## src/rtl/tiny1_loader_pkg.sv

```systemverilog
// tiny1_loader_pkg
// Shared definitions for the tiny1 serial boot loader: FSM state encoding,
// command byte values and default response/timeout constants.
package tiny1_loader_pkg;

    typedef enum logic [3:0] {
        StIdle,
        StHdr,
        StDataHi,
        StDataLo,
        StWrite,
        StAck,
        StNak,
        StRun,
        StRdReq,
        StRdWait,
        StTxHi,
        StTxLo
    } loader_state_e;

    localparam logic [7:0]  CMD_W                  = 8'h57;
    localparam logic [7:0]  CMD_G                  = 8'h47;
    localparam logic [7:0]  CMD_R                  = 8'h52;
    localparam logic [7:0]  ACK_BYTE_DEFAULT       = 8'h06;
    localparam logic [7:0]  NAK_BYTE_DEFAULT       = 8'h15;
    localparam logic [23:0] TIMEOUT_CYCLES_DEFAULT = 24'd12_000_000;

endpackage

```

## src/rtl/tiny1_loader_txq.sv

```systemverilog
// tiny1_loader_txq
// Single-byte transmit holder in front of the buart transmitter. A byte is
// accepted on i_load when the holder is empty, then strobed out on the first
// cycle with i_uart_ready high. The cycle after a strobe is a blind gap: the
// transmitter's busy flag rises one cycle late, so ready is not trusted then.
// Ports:
//   i_clk, i_rst      clock, synchronous active-low reset
//   i_load, i_byte    request to send i_byte (level; accepted when empty)
//   i_uart_ready      transmitter idle
//   o_uart_wr         one-cycle transmit strobe (also tells the FSM "sent")
//   o_uart_out        held byte, valid with o_uart_wr
module tiny1_loader_txq (
    input  logic       i_clk,
    input  logic       i_rst,
    input  logic       i_load,
    input  logic [7:0] i_byte,
    input  logic       i_uart_ready,
    output logic       o_uart_wr,
    output logic [7:0] o_uart_out
);

    logic       r_full;
    logic       r_gap;
    logic [7:0] r_data;
    logic       w_wr;

    assign w_wr       = r_full && !r_gap && i_uart_ready;
    assign o_uart_wr  = w_wr;
    assign o_uart_out = r_data;

    always_ff @(posedge i_clk) begin
        if (!i_rst) begin
            r_full <= 1'b0;
            r_gap  <= 1'b0;
            r_data <= 8'h00;
        end else begin
            r_gap <= w_wr;
            if (w_wr) begin
                r_full <= 1'b0;
            end else if (i_load && !r_full && !r_gap) begin
                r_full <= 1'b1;
                r_data <= i_byte;
            end
        end
    end

endmodule

```

## src/rtl/tiny1_uart_loader.sv

```systemverilog
// tiny1_uart_loader
// Serial boot loader: while the core is held in reset it takes commands from
// buart, writes 16-bit words into RAM and acknowledges each command. 'G'
// releases the core and hands UART/RAM over (o_active low).
// Optional feature macro: TINY1_LOADER_READBACK_EN enables the 'R' readback
// command; without it 'R' is NAKed, o_mem_re is 0 and i_mem_data_i is ignored.
// Ports:
//   i_clk, i_rst                  clock, synchronous active-low reset
//   i_uart_valid, i_uart_din      receive byte available / data
//   o_uart_rd                     one-cycle pulse consuming i_uart_din
//   i_uart_ready, o_uart_wr,
//   o_uart_out                    transmit handshake and byte
//   o_mem_addr, o_mem_data_o,
//   o_mem_wr, o_mem_re,
//   i_mem_data_i                  RAM port (byte address, word data)
//   o_core_rst_n, o_active        core reset and loader ownership
module tiny1_uart_loader
    import tiny1_loader_pkg::*;
#(
    parameter logic [7:0]  ACK_BYTE       = ACK_BYTE_DEFAULT,
    parameter logic [7:0]  NAK_BYTE       = NAK_BYTE_DEFAULT,
    parameter logic [23:0] TIMEOUT_CYCLES = TIMEOUT_CYCLES_DEFAULT
) (
    input  logic        i_clk,
    input  logic        i_rst,
    input  logic        i_uart_valid,
    input  logic [7:0]  i_uart_din,
    output logic        o_uart_rd,
    input  logic        i_uart_ready,
    output logic        o_uart_wr,
    output logic [7:0]  o_uart_out,
    output logic [15:0] o_mem_addr,
    output logic [15:0] o_mem_data_o,
    output logic        o_mem_wr,
    output logic        o_mem_re,
    input  logic [15:0] i_mem_data_i,
    output logic        o_core_rst_n,
    output logic        o_active
);

    loader_state_e r_state, w_state_next;

    logic [7:0]  r_byte;
    logic        r_byte_vld;     // byte latched last cycle; also the intake gap
    logic [1:0]  r_hdr_idx;
    logic        r_is_go;
    logic [15:0] r_addr;
    logic [15:0] r_len;
    logic [15:0] r_word;
    logic [23:0] r_tmo_cnt;

    logic        w_intake;
    logic        w_take;
    logic        w_tmo_run;
    logic        w_timeout;
    logic        w_tx_load;
    logic [7:0]  w_tx_byte;
    logic        w_tx_done;

`ifdef TINY1_LOADER_READBACK_EN
    logic        r_is_read;
`else
    logic        w_unused_mem;
    assign w_unused_mem = ^i_mem_data_i;
`endif

    assign w_intake  = (r_state == StIdle) || (r_state == StHdr) ||
                       (r_state == StDataHi) || (r_state == StDataLo);
    assign w_take    = w_intake && i_uart_valid && !r_byte_vld;
    assign w_tmo_run = (r_state == StHdr) || (r_state == StDataHi) || (r_state == StDataLo);
    // A byte arriving in the expiry cycle cancels the timeout.
    assign w_timeout = w_tmo_run && !w_take && !r_byte_vld &&
                       (r_tmo_cnt == TIMEOUT_CYCLES - 24'd1);

    // State register
    always_ff @(posedge i_clk) begin
        if (!i_rst) begin
            r_state <= StIdle;
        end else begin
            r_state <= w_state_next;
        end
    end

    // Next-state logic
    always_comb begin
        w_state_next = r_state;
        case (r_state)
            StIdle: begin
                if (r_byte_vld) begin
                    if (r_byte == CMD_W) begin
                        w_state_next = StHdr;
                    end else if (r_byte == CMD_G) begin
                        w_state_next = StAck;
`ifdef TINY1_LOADER_READBACK_EN
                    end else if (r_byte == CMD_R) begin
                        w_state_next = StHdr;
`endif
                    end else begin
                        w_state_next = StNak;
                    end
                end
            end
            StHdr: begin
                if (w_timeout) begin
                    w_state_next = StIdle;
                end else if (r_byte_vld && (r_hdr_idx == 2'd3)) begin
                    if ({r_len[15:8], r_byte} == 16'd0) begin
                        w_state_next = StAck;
`ifdef TINY1_LOADER_READBACK_EN
                    end else if (r_is_read) begin
                        w_state_next = StRdReq;
`endif
                    end else begin
                        w_state_next = StDataHi;
                    end
                end
            end
            StDataHi: begin
                if (w_timeout) w_state_next = StIdle;
                else if (r_byte_vld) w_state_next = StDataLo;
            end
            StDataLo: begin
                if (w_timeout) w_state_next = StIdle;
                else if (r_byte_vld) w_state_next = StWrite;
            end
            StWrite: w_state_next = (r_len == 16'd1) ? StAck : StDataHi;
            StAck: begin
                if (w_tx_done) w_state_next = r_is_go ? StRun : StIdle;
            end
            StNak: begin
                if (w_tx_done) w_state_next = StIdle;
            end
            StRun: w_state_next = StRun;
`ifdef TINY1_LOADER_READBACK_EN
            StRdReq:  w_state_next = StRdWait;
            StRdWait: w_state_next = StTxHi;
            StTxHi: begin
                if (w_tx_done) w_state_next = StTxLo;
            end
            StTxLo: begin
                if (w_tx_done) w_state_next = (r_len == 16'd1) ? StAck : StRdReq;
            end
`endif
            default: w_state_next = StIdle;
        endcase
    end

    // Byte intake, header/data capture, address/length stepping, timeout
    always_ff @(posedge i_clk) begin
        if (!i_rst) begin
            r_byte     <= 8'h00;
            r_byte_vld <= 1'b0;
            r_hdr_idx  <= 2'd0;
            r_is_go    <= 1'b0;
            r_addr     <= 16'h0000;
            r_len      <= 16'h0000;
            r_word     <= 16'h0000;
            r_tmo_cnt  <= 24'd0;
`ifdef TINY1_LOADER_READBACK_EN
            r_is_read  <= 1'b0;
`endif
        end else begin
            r_byte_vld <= w_take;
            if (w_take) r_byte <= i_uart_din;
            if (w_take || !w_tmo_run) r_tmo_cnt <= 24'd0;
            else                      r_tmo_cnt <= r_tmo_cnt + 24'd1;

            case (r_state)
                StIdle: begin
                    if (r_byte_vld) begin
                        r_hdr_idx <= 2'd0;
                        r_is_go   <= (r_byte == CMD_G);
`ifdef TINY1_LOADER_READBACK_EN
                        r_is_read <= (r_byte == CMD_R);
`endif
                    end
                end
                StHdr: begin
                    if (r_byte_vld) begin
                        r_hdr_idx <= r_hdr_idx + 2'd1;
                        case (r_hdr_idx)
                            2'd0:    r_addr[15:8] <= r_byte;
                            2'd1:    r_addr[7:0]  <= {r_byte[7:1], 1'b0};
                            2'd2:    r_len[15:8]  <= r_byte;
                            default: r_len[7:0]   <= r_byte;
                        endcase
                    end
                end
                StDataHi: if (r_byte_vld) r_word[15:8] <= r_byte;
                StDataLo: if (r_byte_vld) r_word[7:0]  <= r_byte;
                StWrite: begin
                    r_addr <= r_addr + 16'd2;   // 0xFFFE wraps to 0x0000
                    r_len  <= r_len - 16'd1;
                end
`ifdef TINY1_LOADER_READBACK_EN
                StRdWait: r_word <= i_mem_data_i;
                StTxLo: begin
                    if (w_tx_done) begin
                        r_addr <= r_addr + 16'd2;
                        r_len  <= r_len - 16'd1;
                    end
                end
`endif
                default: ;
            endcase
        end
    end

    // Outputs
    always_comb begin
        o_mem_wr     = 1'b0;
        o_mem_re     = 1'b0;
        o_core_rst_n = 1'b0;
        w_tx_load    = 1'b0;
        w_tx_byte    = 8'h00;
        case (r_state)
            StWrite: o_mem_wr = 1'b1;
            StAck: begin
                w_tx_load = 1'b1;
                w_tx_byte = ACK_BYTE;
            end
            StNak: begin
                w_tx_load = 1'b1;
                w_tx_byte = NAK_BYTE;
            end
            StRun: o_core_rst_n = 1'b1;
`ifdef TINY1_LOADER_READBACK_EN
            StRdReq: o_mem_re = 1'b1;
            StTxHi: begin
                w_tx_load = 1'b1;
                w_tx_byte = r_word[15:8];
            end
            StTxLo: begin
                w_tx_load = 1'b1;
                w_tx_byte = r_word[7:0];
            end
`endif
            default: ;
        endcase
    end

    assign o_uart_rd    = w_take;
    assign o_active     = !o_core_rst_n;
    assign o_mem_addr   = r_addr;
    assign o_mem_data_o = r_word;
    assign o_uart_wr    = w_tx_done;

    tiny1_loader_txq u_txq (
        .i_clk        (i_clk),
        .i_rst        (i_rst),
        .i_load       (w_tx_load),
        .i_byte       (w_tx_byte),
        .i_uart_ready (i_uart_ready),
        .o_uart_wr    (w_tx_done),
        .o_uart_out   (o_uart_out)
    );

endmodule
```

## config.mk

```make
export PLATFORM = sky130hd
export DESIGN_NAME = tiny1_uart_loader
export DESIGN_NICKNAME = d
export VERILOG_FILES = /design/src/rtl/tiny1_loader_pkg.sv /design/src/rtl/tiny1_loader_txq.sv /design/src/rtl/tiny1_uart_loader.sv
export SDC_FILE = /design/constraint.sdc
export NUM_CORES = 1
export LEC_CHECK = 0
export ABC_AREA = 1
export BUFFER_PORTS_ARGS = -buffer_cell sky130_fd_sc_hd__clkbuf_2
export CAP_MARGIN = 20
export CORE_ASPECT_RATIO = 0.8
export CORE_MARGIN = 3
export CORE_UTILIZATION = 43
export CTS_CLUSTER_SIZE = 28
export DETAILED_ROUTE_END_ITERATION = 6
export PLACE_DENSITY = 0.68
export SYNTH_ARGS = -nofsm -noshare
export SYNTH_HDL_FRONTEND = slang
export SYNTH_HIERARCHICAL = 1
export SYNTH_SLANG_ARGS = --single-unit
```

## constraint.sdc

```tcl
create_clock -name i_clk -period 3.59 [get_ports i_clk]
set_input_delay 0.5385 -clock i_clk [delete_from_list [all_inputs] [get_ports i_clk]]
set_output_delay 0.5385 -clock i_clk [all_outputs]
set_load 0.01 [all_outputs]
```

==> flow_summary_export.csv, run 1 <==
group,metric,value,unit
status,status,"finished clean",
clocking,post_cts_buffers,0,
global_routing,grt_first_pass_wirelength,19900,um
yosys,netlist_instances,719,
final_layout,area_delta_synth_final,12.8,%
floorplan,die_h,103,um
flow_run,maxCapViolCount,0,
place,dpl_worst_slack,1.45,ns
place,io_buffers,55,
global_routing,antenna_found_initial,0,
clocking,cts_buffers,9,
yosys,netlist_top_cells_area,"dfxtp_1 38%, nand2_1 9.8%, nor2_1 7.4%",
clocking,cts.sinks,96,
timing,tns,0,ns
final_layout,final_cells,917,
place,dpl_cell_area,0.00536,sq mm
place,dp.cells,901,
clocking,cts_buffer_depth,2,
clocking,ctsResizeCount,0,
floorplan,dieArea,0.0130,sq mm
final_layout,finalInstanceArea,0.00568,sq mm
critical_path,cpPeakStageDelay,0.63,ns
yosys,ys_seq_area_share,38.2,%
timing,layout_setup_ws,1.32,ns
place,hpwl,8450,um
yosys,synthArstFlopShare,0,%
clocking,ctsHtreeMaxLevel,3,
global_routing,grt_max_degree,69,
critical_path,crit_path_cell_trace,"nand2_4, inv_6, clkbuf_2",
clocking,cts_hold_buf,0,
timing,rsz0062_at_grt,"false",
yosys,yosys_most_used_dff,"dfxtp_1",
global_routing,overflow,0,
yosys,synthTopCellsByCount,"132 x nand2_1, 99 x nor2_1, 96 x dfxtp_1",
final_layout,drive_gt1_share,15.8,%
timing,fmax,440,MHz
route,drc,0,
timing,hold_ws,0.433,ns
timing,clock_skew,0.00756,ns
power_and_ir_drop,power_leakage,2.45,nW
yosys,yosys.area.top_type,"dfxtp_1",
yosys,syn_avg_cell_area,7.00,sq um
timing,min_period_over_period,63.3,%
yosys,synth.distinct_cells,43,
clocking,clockRootBuffer,"clkbuf_16",
critical_path,arrival,1.73,ns
timing,final-hold-violation-count,0,
route,avgRoutedWirePerCell,12.9,um
clocking,worstSkewPairLatency,0.35,ns
clocking,clkTransAtPathRegs,0.06,ns
route,drtAntennaViolNets,0,
global_routing,grt_pass1_vias,4342,
critical_path,worst_path_max_delay_cell,"dfxtp_1",
critical_path,cp_max_fo,32,
final_layout,fin_nets,805,
route,dr_total_vias,4709,
critical_path,r2r_setup_slack,1.44,ns
final_layout,antenna_cells,0,
power_and_ir_drop,cellPowerDensity,689,mW/mm^2
route,dr.first_iter.drc_count,334,
route,via_per_inst,5.14,
global_routing,grt_util_all_layers,18.7,%
timing,finalMaxSlewViolations,0,
yosys,synth_top_area_share,38.2,%
floorplan,rows,34,
yosys,post-synth-top-count-cell,"nand2_1",
timing,slew_headroom,51.2,%
clocking,cts_tree,"done",
critical_path,setup.worst_path.class,"reg -> out",
floorplan,core_area,0.0111,sq mm
floorplan,die_w,127,um
route,drt_pre_antenna_iters,5,
critical_path,end_kind,"output port",
floorplan,start_util,45.2,%
floorplan,pin_count,74,
yosys,synth-warning-count,6,
critical_path,cp-start-kind,"register",
yosys,synth-edff-count,0,
route,wirelength,11800,um
place,gp_congestion,0.880,
timing,post-route-min-period,2.27,ns
power_and_ir_drop,peakVddDrop,0.297,mV
yosys,syn_area,0.00503,sq mm
timing,tightest_slew,0.730,ns
min_path,min_path_type,"in -> reg",
power_and_ir_drop,fin_total_pwr,3.91,mW
timing,setup_violations,0,
final_layout,final_util,50.9,%
critical_path,crit_required,3.05,ns
yosys,synth-seq-cells,96,
-- registers in the layout (all words and copies together) (netlist names) --
register and count:
r_byte_vld 1, u_txq/r_full 1, u_txq/r_gap 1, r_is_go 1, o_mem_addr 15, r_hdr_idx 2
r_tmo_cnt 24, u_txq/o_uart_out 8, r_state 3, r_byte 8, o_mem_data_o 16, r_len 16
-- power by group --
| part | internal [mW] | switching [mW] |
|---|---|---|
| combinational | 0.500 | 0.976 |
| clock | 0.625 | 0.405 |
| sequential | 1.24 | 0.168 |
-- area by class of cell --
| type | count | area (sq um) |
|---|---|---|
| fill | 1103 | 5470 |
| multi-input combinational | 511 | 2610 |
| sequential | 96 | 1920 |
| inverter | 94 | 358 |
| timing repair buffer | 56 | 283 |
| clock buffer | 10 | 239 |
| tap | 144 | 180 |
| clock inverter | 6 | 82.6 |
-- worst max-delay path: cells and delay by family (launching register included) --
| family | cells | cell delay [ns] |
|---|---|---|
| flip-flops | 1 | 0.63 |
| buffers and inverters | 2 | 0.49 |
| AND/OR/NAND/NOR | 1 | 0.26 |
-- cells by family (layout without fill, tap and decap cells) --
family                     after synthesis  count (layout)  synth area share, %
adders and majority gates                9               9                 2.24
buffers and inverters                  117             166                 10.3
AOI/OAI and AO/OA                      152             152                 16.3
and+or+nand+nor                        327             327                 30.0
DFF                                     96              96                 38.2
xor gates and xnor gates                17              17                 2.96
other                                    1               6               0.0745
-- metal layers --
layer  part of all wire (%)  routed length [um]  track usage, %  vias to the layer above
li1                       -                   -               -                     2419
met5                      0                   0               0                        -
met1                     50                5920            25.5                     2134
met4                    1.2                 139            5.94                        0
met3                    7.1                 840            4.97                       15
met2                     42                4940            29.2                      141
-- layout by cell type, fill, tap and decap left out, types with 3 or more instances in the layout --
| cell | Yosys | routed |
|---|---|---|
| conb_1 | 1 | 6 |
| or2_2 | 7 | 7 |
| nand3_2 | 3 | 3 |
| inv_1 | 84 | 84 |
| nor2_4 | 5 | 5 |
| ha_1 | 9 | 9 |
| nand3_1 | 30 | 30 |
| a21oi_1 | 54 | 54 |
| dfxtp_1 | 96 | 96 |
| nor2_2 | 6 | 6 |
| a31oi_1 | 17 | 17 |
| xnor2_1 | 4 | 4 |
| o21ai_1 | 9 | 9 |
| nor3_1 | 13 | 13 |
| nand4_1 | 13 | 13 |
| inv_2 | 9 | 9 |
| nand2_1 | 132 | 132 |
| nand2_4 | 3 | 3 |
| clkinv_2 | 0 | 3 |
| o21ai_0 | 64 | 64 |
| nor2_1 | 99 | 99 |
| clkbuf_2 | 0 | 55 |
| xor2_1 | 13 | 13 |
| clkbuf_16 | 0 | 9 |
| nand2_2 | 5 | 5 |
-- worst paths after layout --
check,cells after the start,to,start
worst max-delay path,3,o_mem_wr,r_state[2]$_SDFFE_PN0P_
worst min-delay path,3,r_byte[2]$_SDFFE_PN0P_,i_uart_din[2]
worst max register to register,8,r_tmo_cnt[17]$_SDFF_PP0_,r_state[2]$_SDFFE_PN0P_
worst min register to register,1,r_tmo_cnt[0]$_SDFF_PP0_,r_tmo_cnt[0]$_SDFF_PP0_
(Power assumes the default switching activity.)
==> run 2: changes to the inputs <==
==> constraint.sdc (replaced) <==
create_clock -name i_clk -period 2.1 [get_ports i_clk]
set_input_delay 0.315 -clock i_clk [delete_from_list [all_inputs] [get_ports i_clk]]
set_output_delay 0.315 -clock i_clk [all_outputs]
set_load 0.01 [all_outputs]
==> run 2 against run 1 <==
Clock power rose by 83%. Die area did not move. Clock skew barely moved. Via count rose by 0.72%. Cell count rose by 0.55%. Critical path type unchanged. Flip-flop and latch count did not move. First-iteration DRC count rose by 15%. Critical path depth rose by 2. Combinational power rose by 76%.
==> flow_summary_export.csv, run 2 (synthesized netlist as in run 1, its figures left out) <==
group,metric,value,unit
route,drt_pre_antenna_iters,5,
floorplan,core_area,0.0111,sq mm
timing,rsz0062_at_grt,"false",
timing,setup_violations,0,
route,via_per_inst,5.14,
critical_path,crit_required,1.78,ns
clocking,cts_buffers,9,
global_routing,grt_util_all_layers,19.1,%
route,avgRoutedWirePerCell,13.0,um
final_layout,drive_gt1_share,16.5,%
timing,final-hold-violation-count,0,
final_layout,multi_input_area,0.00261,sq mm
critical_path,r2r_setup_slack,0.34,ns
min_path,hold_start,"i_uart_din[2]",
power_and_ir_drop,fin_total_pwr,6.89,mW
clocking,worstSkewPairLatency,0.34,ns
clocking,cts.sinks,96,
timing,hold_ws,0.223,ns
timing,fmax,499,MHz
final_layout,area_delta_synth_final,14.3,%
critical_path,end_kind,"output port",
route,wirelength,12000,um
clocking,cts_tree,"done",
final_layout,nFillCells,1077,
final_layout,final_util,51.6,%
route,drtAntennaViolNets,0,
place,dpl_cell_area,0.00541,sq mm
power_and_ir_drop,power_leakage,2.48,nW
final_layout,largest_register_ffs,24,
min_path,min_path_type,"in -> reg",
floorplan,rows,34,
clocking,ctsResizeCount,0,
power_and_ir_drop,peakVddDrop,0.531,mV
critical_path,startpoint,"r_state[0]$_SDFFE_PN0P_",
clocking,cts_hold_buf,0,
floorplan,die_w,127,um
route,dr_total_vias,4743,
critical_path,cp-start-kind,"register",
global_routing,overflow,0,
place,gp_congestion,0.968,
route,dr.first_iter.drc_count,384,
clocking,clkTransAtPathRegs,0.07,ns
timing,min_period_over_period,95.4,%
global_routing,grt_first_pass_wirelength,20300,um
floorplan,die_h,103,um
final_layout,largest-register,"r_tmo_cnt",
global_routing,antenna_found_initial,0,
status,status,"finished clean",
timing,post-route-min-period,2.00,ns
clocking,ctsHtreeMaxLevel,3,
place,hpwl,8830,um
timing,finalMaxSlewViolations,0,
final_layout,final_cell_mix,"132 x nand2_1, 99 x nor2_1, 95 x dfxtp_1, 84 x inv_1, 64 x o21ai_0",
global_routing,grt_max_degree,62,
final_layout,finalInstanceArea,0.00575,sq mm
clocking,clockRootBuffer,"clkbuf_16",
place,io_buffers,55,
final_layout,seqCellArea,0.00192,sq mm
floorplan,pin_count,74,
floorplan,dieArea,0.0130,sq mm
clocking,post_cts_buffers,0,
critical_path,arrival,1.69,ns
clocking,cts_buffer_depth,2,
flow_run,maxCapViolCount,0,
floorplan,start_util,45.2,%
power_and_ir_drop,cellPowerDensity,1200,mW/mm^2
global_routing,grt_pass1_vias,4300,
final_layout,fin_nets,810,
critical_path,r2r-start,"r_tmo_cnt[0]$_SDFF_PP0_",
timing,clock_skew,0.00714,ns
final_layout,antenna_cells,0,
critical_path,setup.worst_path.class,"reg -> out",
critical_path,cp_max_fo,21,
final_layout,final_common_cell,"nand2_1",
timing,tns,0,ns
route,drc,0,
[run 2: final timing paths]
path | end | depth (start not counted)
max | o_mem_wr | 5
min reg2reg | r_tmo_cnt[0]$_SDFF_PP0_ | 1
min | r_byte[2]$_SDFFE_PN0P_ | 3
max reg2reg | r_state[1]$_SDFFE_PN0P_ | 12
[run 2: worst max-delay path: stages (launching register included)]
cell and delay [ns]:
dfxtp_1 0.38, nor2_2 0.21, nand2_4 0.14, inv_6 0.21
buf_4 0.23, clkbuf_2 0.15
[run 2: layout make-up]
class / instances / share of cell area, %
Multi-Input combinational cell: 511 / 45.4
Sequential cell: 96 / 33.4
Inverter: 94 / 6.22
Timing Repair Buffer: 61 / 5.79
Clock buffer: 9 / 3.92
Tap cell: 144 / 3.13
Clock inverter: 7 / 2.07
[run 2: per-layer routing]
layer / vias up / share of wire, % / global-route usage, % / wire, um
met1: 2128 / 50 / 26.8 / 5970
met3: 20 / 7.1 / 4.35 / 849
met2: 162 / 42 / 29.2 / 5000
met4: 0 / 1.6 / 6.60 / 190
met5: - / 0 / 0 / 0
li1: 2433 / - / - / -
[run 2: power breakdown]
| part | total, mW | leakage, nW | switching [mW] | internal (mW) |
|---|---|---|---|---|
| Combinational | 2.60 | 1.54 | 1.70 | 0.898 |
| Clock | 1.89 | 0.162 | 0.720 | 1.17 |
| Sequential | 2.40 | 0.779 | 0.286 | 2.12 |
| Total | 6.89 | 2.48 | 2.71 | 4.18 |
[run 2: stage by stage]
step           setup slack [ns]  instances
6_report                 0.0960        922
5_1_grt                  0.0328        922
4_1_cts                  0.0244        922
3_5_place_dp              0.356        906
3_3_place_gp              0.356        906
2_1_floorplan             0.605        724
